### config.mk
export PLATFORM = sky130hd
export DESIGN_NAME = ex_wb_forward_pipe
export DESIGN_NICKNAME = d
export VERILOG_FILES = /design/src/rtl/ex_wb_forward_pipe.sv
export SDC_FILE = /design/constraint.sdc
export NUM_CORES = 1
export LEC_CHECK = 0
export BUFFER_PORTS_ARGS = -buffer_cell sky130_fd_sc_hd__buf_4
export CAP_MARGIN = 25
export CORE_ASPECT_RATIO = 1.25
export CORE_MARGIN = 2
export CORE_UTILIZATION = 44
export DETAILED_ROUTE_END_ITERATION = 6
export PLACE_DENSITY = 0.78
export SLEW_MARGIN = 15
export SYNTH_ARGS = -nofsm -noshare
export SYNTH_HDL_FRONTEND = slang
export SYNTH_SLANG_ARGS = --single-unit
### constraint.sdc
create_clock -name clk -period 1.4 [get_ports clk]
set_input_delay 0.07 -clock clk [delete_from_list [all_inputs] [get_ports clk]]
set_output_delay 0.07 -clock clk [all_outputs]
set_load 0.01 [all_outputs]
### src/rtl/ex_wb_forward_pipe.sv
// ex_wb_forward_pipe
//   Back end of the operand path. Each EX-stage result is captured into a MEM register and
//   then a WB register. The WB register drives the register-file write port. The newest
//   in-flight value of a source register is returned to the ALU operand selectors. A
//   load-use hazard raises a one-cycle decode stall request.
// Ports
//   clk, rst_n              clock, asynchronous active-low reset
//   ex_valid/regwrite/...   EX-stage instruction: valid, writes rd, is a load, rd, result
//   mem_rdata               load data for the instruction currently in MEM
//   stall                   holds the MEM register and inserts a bubble into WB
//   flush                   kills the instruction entering MEM
//   id_rs1, id_rs2          source registers of the instruction entering EX
//   wb_we/wb_addr/wb_data   register-file write port
//   fwd_sel1/2, fwd_data1/2 forwarding select (00 none, 01 MEM, 10 WB) and operand value
//   load_use_stall          a source register depends on a load currently in MEM
module ex_wb_forward_pipe #(
   parameter int unsigned DATA_WIDTH = 32,
   parameter int unsigned ADDR_WIDTH = 5
) (
   input  logic                  clk,
   input  logic                  rst_n,
   input  logic                  ex_valid,
   input  logic                  ex_regwrite,
   input  logic                  ex_memread,
   input  logic [ADDR_WIDTH-1:0] ex_rd,
   input  logic [DATA_WIDTH-1:0] ex_result,
   input  logic [DATA_WIDTH-1:0] mem_rdata,
   input  logic                  stall,
   input  logic                  flush,
   input  logic [ADDR_WIDTH-1:0] id_rs1,
   input  logic [ADDR_WIDTH-1:0] id_rs2,
   output logic                  wb_we,
   output logic [ADDR_WIDTH-1:0] wb_addr,
   output logic [DATA_WIDTH-1:0] wb_data,
   output logic [1:0]            fwd_sel1,
   output logic [1:0]            fwd_sel2,
   output logic [DATA_WIDTH-1:0] fwd_data1,
   output logic [DATA_WIDTH-1:0] fwd_data2,
   output logic                  load_use_stall
);

   logic                  m_valid_q, m_valid_d;
   logic                  m_memread_q, m_memread_d;
   logic [ADDR_WIDTH-1:0] m_rd_q, m_rd_d;
   logic [DATA_WIDTH-1:0] m_result_q, m_result_d;
   logic                  w_valid_q, w_valid_d;
   logic [ADDR_WIDTH-1:0] w_rd_q, w_rd_d;
   logic [DATA_WIDTH-1:0] w_data_q, w_data_d;

   // MEM capture: flush wins over stall. Writes to x0 are dropped here, so neither a
   // forward nor a register-file write can ever target x0.
   always_comb begin
      m_valid_d   = m_valid_q;
      m_memread_d = m_memread_q;
      m_rd_d      = m_rd_q;
      m_result_d  = m_result_q;
      if (flush) begin
         m_valid_d = 1'b0;
      end else if (!stall) begin
         m_valid_d   = ex_valid & ex_regwrite & (ex_rd != '0);
         m_memread_d = ex_memread;
         m_rd_d      = ex_rd;
         m_result_d  = ex_result;
      end
   end

   // WB capture: a stall leaves MEM in place, so WB takes a bubble to avoid a double write.
   always_comb begin
      w_valid_d = 1'b0;
      w_rd_d    = w_rd_q;
      w_data_d  = w_data_q;
      if (!stall) begin
         w_valid_d = m_valid_q;
         w_rd_d    = m_rd_q;
         w_data_d  = m_memread_q ? mem_rdata : m_result_q;
      end
   end

   always_ff @(posedge clk or negedge rst_n) begin
      if (!rst_n) begin
         m_valid_q   <= 1'b0;
         m_memread_q <= 1'b0;
         m_rd_q      <= '0;
         m_result_q  <= '0;
         w_valid_q   <= 1'b0;
         w_rd_q      <= '0;
         w_data_q    <= '0;
      end else begin
         m_valid_q   <= m_valid_d;
         m_memread_q <= m_memread_d;
         m_rd_q      <= m_rd_d;
         m_result_q  <= m_result_d;
         w_valid_q   <= w_valid_d;
         w_rd_q      <= w_rd_d;
         w_data_q    <= w_data_d;
      end
   end

   assign wb_we   = w_valid_q;
   assign wb_addr = w_rd_q;
   assign wb_data = w_data_q;

   // A load in MEM has no data yet, so it is skipped and the operand falls through to WB.
   always_comb begin
      fwd_sel1  = 2'b00;
      fwd_data1 = '0;
      if (id_rs1 != '0) begin
         if (m_valid_q && !m_memread_q && (m_rd_q == id_rs1)) begin
            fwd_sel1  = 2'b01;
            fwd_data1 = m_result_q;
         end else if (w_valid_q && (w_rd_q == id_rs1)) begin
            fwd_sel1  = 2'b10;
            fwd_data1 = w_data_q;
         end
      end
   end

   always_comb begin
      fwd_sel2  = 2'b00;
      fwd_data2 = '0;
      if (id_rs2 != '0) begin
         if (m_valid_q && !m_memread_q && (m_rd_q == id_rs2)) begin
            fwd_sel2  = 2'b01;
            fwd_data2 = m_result_q;
         end else if (w_valid_q && (w_rd_q == id_rs2)) begin
            fwd_sel2  = 2'b10;
            fwd_data2 = w_data_q;
         end
      end
   end

   assign load_use_stall = m_valid_q & m_memread_q & (m_rd_q != '0) &
                           ((m_rd_q == id_rs1) | (m_rd_q == id_rs2));

endmodule

; Word level (Yosys, flattened, before mapping)
; Cells that the tools add are included.
[word_totals]
ff_bits = 77
inputBits = 86
out_inout_bits = 107
word_cells = 47
[op_classes]
eq_ne = 5
muxes = 16
n_bitwise = 8
reduce_logical = 11
[op_table]
columns = op, n
row1 = two-way mux 32 bit, 7
row2 = equality test 5 bit, 4
row3 = nonzero test 5 bit, 4
row4 = two-way mux 2 bit, 6
row5 = AND 1 bit, 5
row6 = logical AND 1 bit, 5
row7 = two-way mux 1 bit, 3
row8 = != test 2 x 1 -> 1 bit (second input constant), 1
row9 = inverter 1 bit, 2
row10 = AND reduction 2 bit, 1
row11 = logical NOT 1 bit, 1
row12 = OR 1 bit, 1

; Depth between registers and ports, before layout
; Gate-level depths: netlist (run 1).
[depth]
depth_word = 5
ltp_mapped = 6
depth_no_buf = 4

; Least setup slack after synthesis (run 1)
; OpenSTA, ideal clock, no wires.
[synth_timing]
path_type = reg2out
from = reg w_rd_q[4] (netlist: wb_addr[4])
to = out fwd_data2[1]
t_arrival_ps = 1608
required_ps = 1330
path_slack_ps = -278
stages_incl_launch_ff = 6
path_buffers = 1
cell_sequence = dfrtp_1 > xor2_1 > nor4_1 > o211ai_4 > buf_6 > o22ai_1
[synth_via]
elab_chain_cells = 5
[synth_lines]
columns = element, line
row1 = "start, declared", 47  ; logic [ADDR_WIDTH-1:0] w_rd_q, w_rd_d;
row2 = "start signal, assigned", 94  ; w_rd_q <= w_rd_d;
row3 = equality test 5 bit, 125  ; end else if (w_valid_q && (w_rd_q == id_rs2)) begin
row4 = logical AND 1 bit, 125
row5 = two-way mux 32 bit, 125
row6 = two-way mux 32 bit, 122  ; if (m_valid_q && !m_memread_q && (m_rd_q == id_rs2)) begin
row7 = two-way mux 32 bit, 121  ; if (id_rs2 != '0) begin
row8 = "end, declared", 38  ; output logic [DATA_WIDTH-1:0] fwd_data2,
; No other way between the ends.

; Final worst setup path (run 1)
[layout_timing]
from = reg m_rd_q[4]
to = out fwd_data2[4]
[layout_via]
elab_chain_cells = 4
[layout_lines]
columns = element, line
row1 = "start, declared", 44  ; logic [ADDR_WIDTH-1:0] m_rd_q, m_rd_d;
row2 = "start signal, assigned", 91  ; m_rd_q <= m_rd_d;
row3 = equality test 5 bit, 122
row4 = logical AND 1 bit, 122
row5 = two-way mux 32 bit, 122
row6 = two-way mux 32 bit, 121
; No other way between the ends.

==> metrics.yaml, run 1 <==
outcome:
  status: "complete, but fails checks"
  violations: "negative setup slack"
critical_path:
  critPathRequiredTime_ns: 1.33
  crit_fanout: 7
  start_kind: "register"
  path_class: "register to output pin"
  arrival_ns: 2.08
  cp-end-kind: "output pin"
sta:
  period_share_pct: 153
  worstMarginPinSlew_ns: 0.436
  hold_viol: 0
  clock_skew_ns: 0.00483
  fin_ws_ns: -0.745
  max_slew_margin_pct: 70.9
  layout_min_cycle_time_ns: 2.15
  finalSetupViolations: 69
  drv_slew: 0
  rsz0062_at_grt: "yes"
  fmax_mhz: 466
  hold_slack_ns: 0.0126
synth:
  postSynthAreaPerCell_um2: 8.76
  yosys-top-cells-count: "77 x dfrtp_1, 70 x nand2_1, 64 x nand3_1, 64 x o21ai_0, 58 x o22ai_1"
  synth_top_cell_area_share_pct: 43.1
  async_flop_share_pct: 100
  synth_cells: 510
  synth_warnings: 0
  ys.flop_type: "dfrtp_1"
  yosysUniqueCellTypes: 31
  yosysTopAreaCell: "dfrtp_1"
  synth_edf_count: 0
  synth-seq-cells: 77
  synth.most_common_cell: "dfrtp_1"
  syn_nets: 596
  syn_area_um2: 4470
  ys_top_cells_by_area: "dfrtp_1 43%, o22ai_1 8.1%, mux2i_1 7.2%, nand3_1 7.2%, o21ai_0 7.2%"
  seq_area_frac_synth_pct: 43.1
global_routing:
  antenna_found_initial: 0
  grt_pass1_vias: 5117
  grt_overflow: 0
  grt_usage_pct: 29.7
  grt_pass1_wl_mm: 25.3
  grt_max_degree: 78
flow_run:
  drv_cap: 0
drt:
  dr.pass1.iters: 4
  drc: 0
  wl_mm: 16.6
  drt-vias-per-instance: 5.63
  num_vias: 5012
  antenna_left: 0
  dr.first_iter.drc_count: 239
  wl_per_cell_um: 18.7
die:
  fp-row-count: 41
  dieArea_um2: 11000
  io_pins: 193
  start_util_pct: 44.7
  die_y_um: 117
  fp.dieW_um: 94.1
  core_area_um2: 10000
power_and_ir_drop:
  clkPwrFrac_pct: 33.0
  power.density_nw_per_um2: 1010
  p_sw_share_pct: 31.2
  intPower_mw: 5.49
  power_frac_comb_pct: 30.7
  vdd_drop_max_v: 0.000701
  pwr-share-seq_pct: 36.3
  switching_power_mw: 2.50
  leakage_nw: 3.45
place:
  dp.cells: 831
  finalWeightedCongestion: 0.875
  port_buffers: 192
  dp_slack_ns: -0.391
  dp.final_hpwl_mm: 11.0
clock_tree:
  clock-root-buffer: "clkbuf_16"
  h-tree-depth: 3
  cts_tree: "yes"
  cts_buffer_depth: 2
  clkTransAtPathRegs_ns: 0.05
  numClockSinks: 77
  clk_latency_ns: 0.33
  cts_buffers: 9
finish:
  synthToLayoutAreaGrowth_pct: 77.6
  fin_cells: 890
  drive_gt1_share_pct: 46.6
  diodes: 0
  final_core_util_pct: 79.3
  fillCellCount: 617
  final_nets: 842
min_path:
  hp-class: "primary input to register"
-- layout make-up --
| type | count | area (µm²) | area share [%] |
|---|---|---|---|
| Tap cell | 129 | 161 | 2.04 |
| Inverter | 35 | 136 | 1.72 |
| Multi-Input combinational cell | 354 | 2860 | 36.0 |
| Sequential cell | 77 | 1930 | 24.4 |
| Clock inverter | 4 | 95.1 | 1.20 |
| Timing Repair Buffer | 279 | 2500 | 31.6 |
| Clock buffer | 12 | 246 | 3.11 |
-- kinds of logic (layout without fill, tap and decap cells) --
group	Yosys count	in the layout	share of synthesized area, %
DFF	77	77	43.1
xor gates and xnor gates	20	20	3.92
buffers and inverters	79	330	8.46
muxes	43	43	9.94
AOI/OAI and AO/OA	134	134	18.3
and+or+nand+nor	157	157	16.3
-- final timing paths --
kind,slack (ns),end,start,depth (start not counted)
setup / recovery,-0.75,fwd_data2[4],m_rd_q[4],6
hold / removal,0.01,m_valid_q,ex_valid,3
setup reg to reg,0.15,wb_data[26],m_memread_q,3
hold reg to reg,0.54,wb_data[17],wb_data[17],2
max in group asynchronous,0.74,m_rd_q[4],rst_n,3
min in group asynchronous,0.31,m_result_q[24],rst_n,3
-- timing repair --
item,4_1_cts,5_1_grt
hold endpoints to repair,116,0
resized for setup,43,33
pin swaps,27,19
cloned,0,2
hold buffers,40,0
setup buffers,2,2
setup endpoints to repair,69,71
-- sequential cells by signal, summed over array words and instances (netlist names) --
signal / count
wb_we: 1
m_result_q: 32
m_valid_q: 1
m_rd_q: 5
wb_data: 32
wb_addr: 5
m_memread_q: 1
-- stage by stage --
stage / area (µm²) / power [mW] / TNS (ns)
after floorplan: 5000 / 4.02 / -8.23
after global placement: 6780 / 5.01 / -18.57
after detailed placement: 6780 / 5.09 / -22.33
after CTS: 7720 / 7.89 / -45.67
after global routing: 7930 / 8.35 / -51.06
final: 7930 / 7.99 / -47.62
-- power groups by stage --
stage | Clock, mW | Sequential, mW | Combinational [mW]
global route | 2.77 | 2.94 | 2.64
global placement | 0 | 2.88 | 2.13
finish | 2.63 | 2.90 | 2.45
detailed placement | 0 | 2.91 | 2.19
floorplan | 0 | 2.91 | 1.11
CTS | 2.69 | 2.88 | 2.33
-- cells in the final DEF, fill, tap and decap left out, types with 3 or more instances in the layout --
cell	netlist	routed
buf_12	0	10
buf_4	0	189
buf_6	10	37
bufinv_16	0	3
clkbuf_16	0	11
dfrtp_1	77	72
dfrtp_2	0	5
dlygate4sd3_1	0	39
inv_1	35	33
mux2_2	11	11
mux2i_1	32	32
nand2_1	70	70
nand3_1	64	64
nor2_1	7	4
o21ai_0	64	64
o22ai_2	6	34
o22ai_4	0	28
xnor2_1	6	4
xor2_1	14	10
xor2_2	0	4
-- routing by layer --
| metal | vias up | GRT usage [%] | wire length [µm] | part of all wire (%) |
|---|---|---|---|---|
| met5 | - | 0 | 0 | 0 |
| met4 | 0 | 17.0 | 622 | 3.7 |
| met3 | 47 | 4.13 | 871 | 5.2 |
| met2 | 207 | 53.5 | 8970 | 54 |
| met1 | 2466 | 33.6 | 6190 | 37 |
| li1 | 2292 | - | - | - |
-- worst max-delay path, cell delays in order, from the launching register on --
cell,delay [ns]
dfrtp_2,0.45
xor2_2,0.18
or3_4,0.40
o211ai_4,0.23
buf_4,0.23
o22ai_2,0.09
buf_4,0.15
Power figures use the tool's default switching activity.
==> inputs of run 2 (changes only) <==
--- a/config.mk
+++ b/config.mk
@@ -8,7 +8,6 @@
 export BUFFER_PORTS_ARGS = -buffer_cell sky130_fd_sc_hd__buf_4
 export CAP_MARGIN = 25
 export CORE_ASPECT_RATIO = 1.25
-export CORE_MARGIN = 2
 export CORE_UTILIZATION = 44
 export DETAILED_ROUTE_END_ITERATION = 6
 export PLACE_DENSITY = 0.78
==> metrics.yaml, run 2 (synthesized netlist as in run 1, its figures left out) <==
outcome:
  status: "complete, but fails checks"
  violations: "negative setup slack"
global_routing:
  gr-usage-met3_pct: 5.71  # +1.6 points
  grt_use_met1_pct: 41.1  # +7.4 points
  grt_pass1_vias: 5534  # +8.1%
  grt_usage_pct: 36.4  # +6.6 points
  grt_max_degree: 78  # unchanged
  grt_use_met2_pct: 61.4  # +7.9 points
  antenna_found_initial: 0  # unchanged
  grt_overflow: 0  # unchanged
  top_usage_layer: "met2"
  grt_pass1_wl_mm: 29.2  # +15%
sta:
  worstMarginPinSlew_ns: 0.419  # -0.0167 ns
  finalSetupViolations: 69  # unchanged
  fin_ws_ns: -0.823  # -0.0775 ns
  hold_viol: 0  # unchanged
  rsz0062_at_grt: "yes"
  fmax_mhz: 450  # -3.5%
  max_slew_margin_pct: 72.1  # +1.1 points
  drv_slew: 0  # unchanged
  period_share_pct: 159  # +5.5 points
  clock_skew_ns: 0.00623  # +0.00140 ns
  layout_min_cycle_time_ns: 2.22  # +0.0775 ns
clock_tree:
  clkTransAtPathRegs_ns: 0.06  # about the same
  clock-root-buffer: "clkbuf_16"
  cts_buffer_depth: 2  # unchanged
  cts_tree: "yes"
  h-tree-depth: 3  # unchanged
  numClockSinks: 77  # unchanged
  clk_latency_ns: 0.34  # about the same
  cts_buffers: 9  # unchanged
drt:
  wl_per_cell_um: 22.2  # +18%
  drc: 0  # unchanged
  dr.first_iter.drc_count: 388  # +62%
  wl_mm: 20.1  # +20%
  num_vias: 5519  # +10%
  dr.pass1.iters: 5  # +1
  drt-vias-per-instance: 6.10  # +8.3%
  antenna_left: 0  # unchanged
critical_path:
  path_class: "register to output pin"
  arrival_ns: 2.15  # +0.07 ns
  crit_fanout: 14  # +7
  crit_buf_inv: 2  # unchanged
  path_delay_family: "simple AND/OR/NAND/NOR gates"
  start_kind: "register"
  slowest_stage: "dfrtp_2"
  max_stage_delay_ns: 0.46  # about the same
  critPathRequiredTime_ns: 1.33  # about the same
  cp-end-kind: "output pin"
  path_cells: "xor2_2 -> nor3_4 -> nand4b_4 -> buf_12 -> o22ai_2 -> buf_4"
flow_run:
  drv_cap: 0  # unchanged
finish:
  diodes: 0  # unchanged
  fin_area_um2: 8260  # +4.1%
  fin_cells: 905  # +1.7%
  final_nets: 860  # +2.1%
  final_core_util_pct: 84.6  # +5.4 points
  mostFrequentLayoutCell: "buf_4"
  most-common-layout-cells: "192 x buf_4, 72 x dfrtp_1, 70 x nand2_1"
  drive_gt1_share_pct: 48.7  # +2.0 points
  synthToLayoutAreaGrowth_pct: 84.9
  fillCellCount: 483  # -22%
die:
  die_y_um: 115  # -1.7%
  io_pins: 193  # unchanged
  fp-row-count: 40  # -2.4%
  start_util_pct: 45.8  # +1.1 points
  core_area_um2: 9760  # -2.4%
  dieArea_um2: 10600  # -3.8%
  fp.dieW_um: 92.1  # -2.1%
min_path:
  hp-class: "primary input to register"
power_and_ir_drop:
  power.density_nw_per_um2: 1000  # -0.59%
  vdd_drop_max_v: 0.000715  # +2.0%
  leakage_nw: 3.59  # +4.0%
place:
  dp.final_hpwl_mm: 10.8  # -0.99%
  dp.cells: 828  # -0.36%
  dp_slack_ns: -0.408  # -0.0164 ns
  finalWeightedCongestion: 0.909  # +3.9%
  place_area_um2: 6770  # -0.24%
  port_buffers: 192  # unchanged
run 2: path summary, 6_finish.rpt:
kind,from,endpoint,slack (ns),cells past startpoint
max in group asynchronous,rst_n,wb_we,0.75,3
hold / removal,mem_rdata[5],wb_data[5],0.02,3
hold reg to reg,wb_data[14],wb_data[14],0.54,2
min in group asynchronous,rst_n,m_result_q[25],0.29,3
setup reg to reg,m_memread_q,wb_data[26],0.03,4
setup / recovery,m_rd_q[1],fwd_data1[20],-0.82,6
run 2: repair_timing:
item                                    CTS  global route
setup buffers                            14             3
resized for setup                        74            37
hold endpoints to repair                116             0
endpoints found under the setup margin  101            83
cloned                                    5             2
pin swaps                                22            19
hold buffers                             40             0
run 2: area by class of cell:
cell class / instances / area [µm²] / area share [%]
tap: 126 / 158 / 1.91
inverter: 35 / 139 / 1.68
clock inverter: 4 / 70.1 / 0.848
sequential: 77 / 1930 / 23.4
clock buffer: 12 / 256 / 3.11
multi-input combinational: 354 / 2950 / 35.8
timing repair buffer: 297 / 2750 / 33.3
run 2: layer usage:
| metal | vias up | part of all wire [%] |
|---|---|---|
| met3 | 129 | 7.3 |
| met4 | 0 | 7.7 |
| li1 | 2327 | - |
| met1 | 2656 | 34 |
| met2 | 407 | 51 |
| met5 | - | 0 |
run 2: report_power, final:
group | total (mW) | internal (mW) | switching (mW)
registers | 2.90 | 2.55 | 0.347
clock network | 2.59 | 1.65 | 0.936
logic | 2.78 | 1.28 | 1.50
run 2: worst min-delay path, stage by stage:
cell	delay (ns)
buf_4	0.08
mux2i_1	0.05
o21ai_0	0.13
run 2: stage by stage:
stage	power, mW	setup TNS, ns	hold slack, ns
2_1_floorplan	4.02	-8.23	-0.226
5_1_grt	8.58	-56.28	0.0386
6_report	8.27	-52.49	0.0223
3_3_place_gp	5.01	-20.00	0.120
3_5_place_dp	5.08	-25.28	0.125
4_1_cts	8.00	-48.22	0.0198
==> inputs of run 3 (changes only) <==
--- a/config.mk
+++ b/config.mk
@@ -10,6 +10,7 @@
 export CORE_ASPECT_RATIO = 1.25
 export CORE_UTILIZATION = 44
 export DETAILED_ROUTE_END_ITERATION = 6
+export MAX_ROUTING_LAYER = met4
 export PLACE_DENSITY = 0.78
 export SLEW_MARGIN = 15
 export SYNTH_ARGS = -nofsm -noshare
==> constraint.sdc (replaced) <==
create_clock -name clk -period 1.4 [get_ports clk]
set_input_delay 0.28 -clock clk [delete_from_list [all_inputs] [get_ports clk]]
set_output_delay 0.28 -clock clk [all_outputs]
set_load 0.01 [all_outputs]
==> metrics.yaml, run 3 (synthesized netlist as in run 1, its figures left out) <==
outcome:
  status: "complete, but fails checks"
  violations: "negative setup slack"
sta:
  fin_ws_ns: -0.989  # -0.167 ns
  finalSetupViolations: 69  # unchanged
  layout_min_cycle_time_ns: 2.39  # +0.167 ns
  worstMarginPinSlew_ns: 0.458  # +0.0390 ns
  rsz0062_at_grt: "yes"
  fin_setup_tns_ns: -65.11  # -12.62 ns
  clock_skew_ns: 0.00799  # +0.00176 ns
  fmax_mhz: 419  # -7.0%
  period_share_pct: 171  # +12 points
  max_slew_margin_pct: 69.5  # -2.6 points
  hold_viol: 0  # unchanged
  drv_slew: 0  # unchanged
clock_tree:
  cts_buffers: 9  # unchanged
  clkTransAtPathRegs_ns: 0.06  # about the same
  clk_latency_ns: 0.33  # about the same
  clock-root-buffer: "clkbuf_16"
  cts_tree: "yes"
  cts_buffer_depth: 2  # unchanged
  h-tree-depth: 3  # unchanged
  numClockSinks: 77  # unchanged
power_and_ir_drop:
  finalPower_mw: 7.83  # -5.4%
  clkPwrFrac_pct: 30.9  # -0.4 points
  intPower_mw: 5.30  # -3.5%
  p_sw_share_pct: 32.3  # -1.3 points
  vdd_drop_max_v: 0.000728  # +1.9%
  switching_power_mw: 2.53  # -8.9%
  power_frac_comb_pct: 32.2  # -1.4 points
  pwr-share-seq_pct: 36.9  # +1.8 points
  leakage_nw: 3.37  # -6.0%
  power.density_nw_per_um2: 1010  # +1.3%
critical_path:
  cp-end-kind: "output pin"
  critPathMostFrequentCell: "buf_4"
  path_class: "register to output pin"
  arrival_ns: 2.11  # -0.04 ns
  start_kind: "register"
  crit_fanout: 12  # -2
  critPathRequiredTime_ns: 1.12  # -0.21 ns
  slowest_stage: "dfrtp_2"
  max_stage_delay_ns: 0.44  # -0.02 ns
  path_cells: "xor2_2 -> nor3_2 -> buf_4 -> nand4b_4 -> buf_12 -> o22ai_2 -> buf_4"
drt:
  wl_per_cell_um: 19.4  # -12%
  dr.pass1.iters: 4  # -1
  drc: 0  # unchanged
  dr.first_iter.drc_count: 264  # -32%
  num_vias: 4974  # -9.9%
  drt-vias-per-instance: 5.79  # -5.0%
  antenna_left: 0  # unchanged
  wl_mm: 16.7  # -17%
min_path:
  hp-class: "primary input to register"
finish:
  final_core_util_pct: 79.1  # -5.5 points
  mostFrequentLayoutCell: "buf_4"
  diodes: 0  # unchanged
  fillCellCount: 623  # +29%
  multi_input_area_um2: 2850  # -3.6%
  drive_gt1_share_pct: 49.5  # +0.87 points
  final_nets: 814  # -5.3%
  synthToLayoutAreaGrowth_pct: 72.8
  ff_latch_area_um2: 1930  # unchanged
  most-common-layout-cells: "184 x buf_4, 72 x dfrtp_1, 70 x nand2_1"
  fin_cells: 859  # -5.1%
die:
  fp-row-count: 40  # unchanged
  fp.dieW_um: 92.1  # unchanged
  io_pins: 193  # unchanged
  die_y_um: 115  # unchanged
  dieArea_um2: 10600  # unchanged
  start_util_pct: 45.8  # unchanged
  core_area_um2: 9760  # unchanged
place:
  finalWeightedCongestion: 0.978  # +7.5%
  dp.cells: 832  # +0.48%
  port_buffers: 192  # unchanged
  dp.final_hpwl_mm: 11.2  # +3.0%
  dp_slack_ns: -0.687  # -0.280 ns
global_routing:
  grt_pass1_wl_mm: 25.7  # -12%
  grt_overflow: 0  # unchanged
  grt_usage_pct: 32.5  # -3.9 points
  antenna_found_initial: 0  # unchanged
  grt_max_degree: 41  # -47%
  grt_pass1_vias: 5163  # -6.7%
flow_run:
  drv_cap: 0  # unchanged
## run 3: cell count changes in the layout (fill, tap and decap cells not counted), sizes merged
| cell | change |
|---|---|
| dlygate4sd3 | -39 |
| buf | -8 |
| clkinv | +1 |
## run 3: worst paths after layout
check,cells past startpoint,to,slack [ns],from
max in group asynchronous,3,m_result_q[14],0.43,rst_n
worst min-delay path,2,m_valid_q,0.13,flush
worst max register to register,3,wb_data[28],0.08,m_memread_q
worst max-delay path,7,fwd_data1[20],-0.99,m_rd_q[4]
min in group asynchronous,2,m_result_q[26],0.43,rst_n
worst min register to register,2,wb_data[23],0.55,wb_data[23]
## run 3: area by class of cell
| class | instances | share of cell area (%) |
|---|---|---|
| clock buffer | 11 | 3.01 |
| clock inverter | 5 | 0.972 |
| inverter | 35 | 1.80 |
| multi-input combinational | 354 | 36.9 |
| sequential | 77 | 25.0 |
| tap | 126 | 2.04 |
| timing repair buffer | 251 | 30.2 |
## run 3: critical path: cells and delay by family (launching register included)
kind	cells	cell delay, ns
buffers and inverters	3	0.57
flip-flops	1	0.44
AND/OR/NAND/NOR	2	0.44
XOR/XNOR	1	0.16
AO/OA/AOI/OAI	1	0.16
## run 3: metal layers
layer  part of all wire, %  vias up  routed length [µm]  global-route usage (%)
li1                      -     2239                   -                       -
met5                     0        -                   0                       -
met1                    37     2426                6230                    35.9
met4                   4.9        0                 821                    19.4
met2                    52      244                8710                    55.5
met3                   5.4       65                 908                    4.71
## run 3: per-stage QoR
stage	hold slack (ns)	area, µm²
floorplan	-0.0156	5010
global placement	0.238	6850
detailed placement	0.242	6850
CTS	0.128	7510
global route	0.138	7720
finish	0.133	7720
## run 3: power by group through the flow
stage          Sequential (mW)  Clock, mW  Combinational, mW
6_report                  2.89       2.42               2.52
5_1_grt                   2.92       2.55               2.69
4_1_cts                   2.87       2.45               2.37
3_5_place_dp              2.91          0               2.21
3_3_place_gp              2.88          0               2.15
2_1_floorplan             2.91          0               1.11
## run 3: what timing repair did
action | 4_1_cts | 5_1_grt
endpoints found under the setup margin | 69 | 72
hold endpoints to repair | 28 | 0
pin swaps | 35 | 5
cloned | 2 | 3
setup buffers | 6 | 0
resized for setup | 53 | 29
hold buffers | 1 | 0
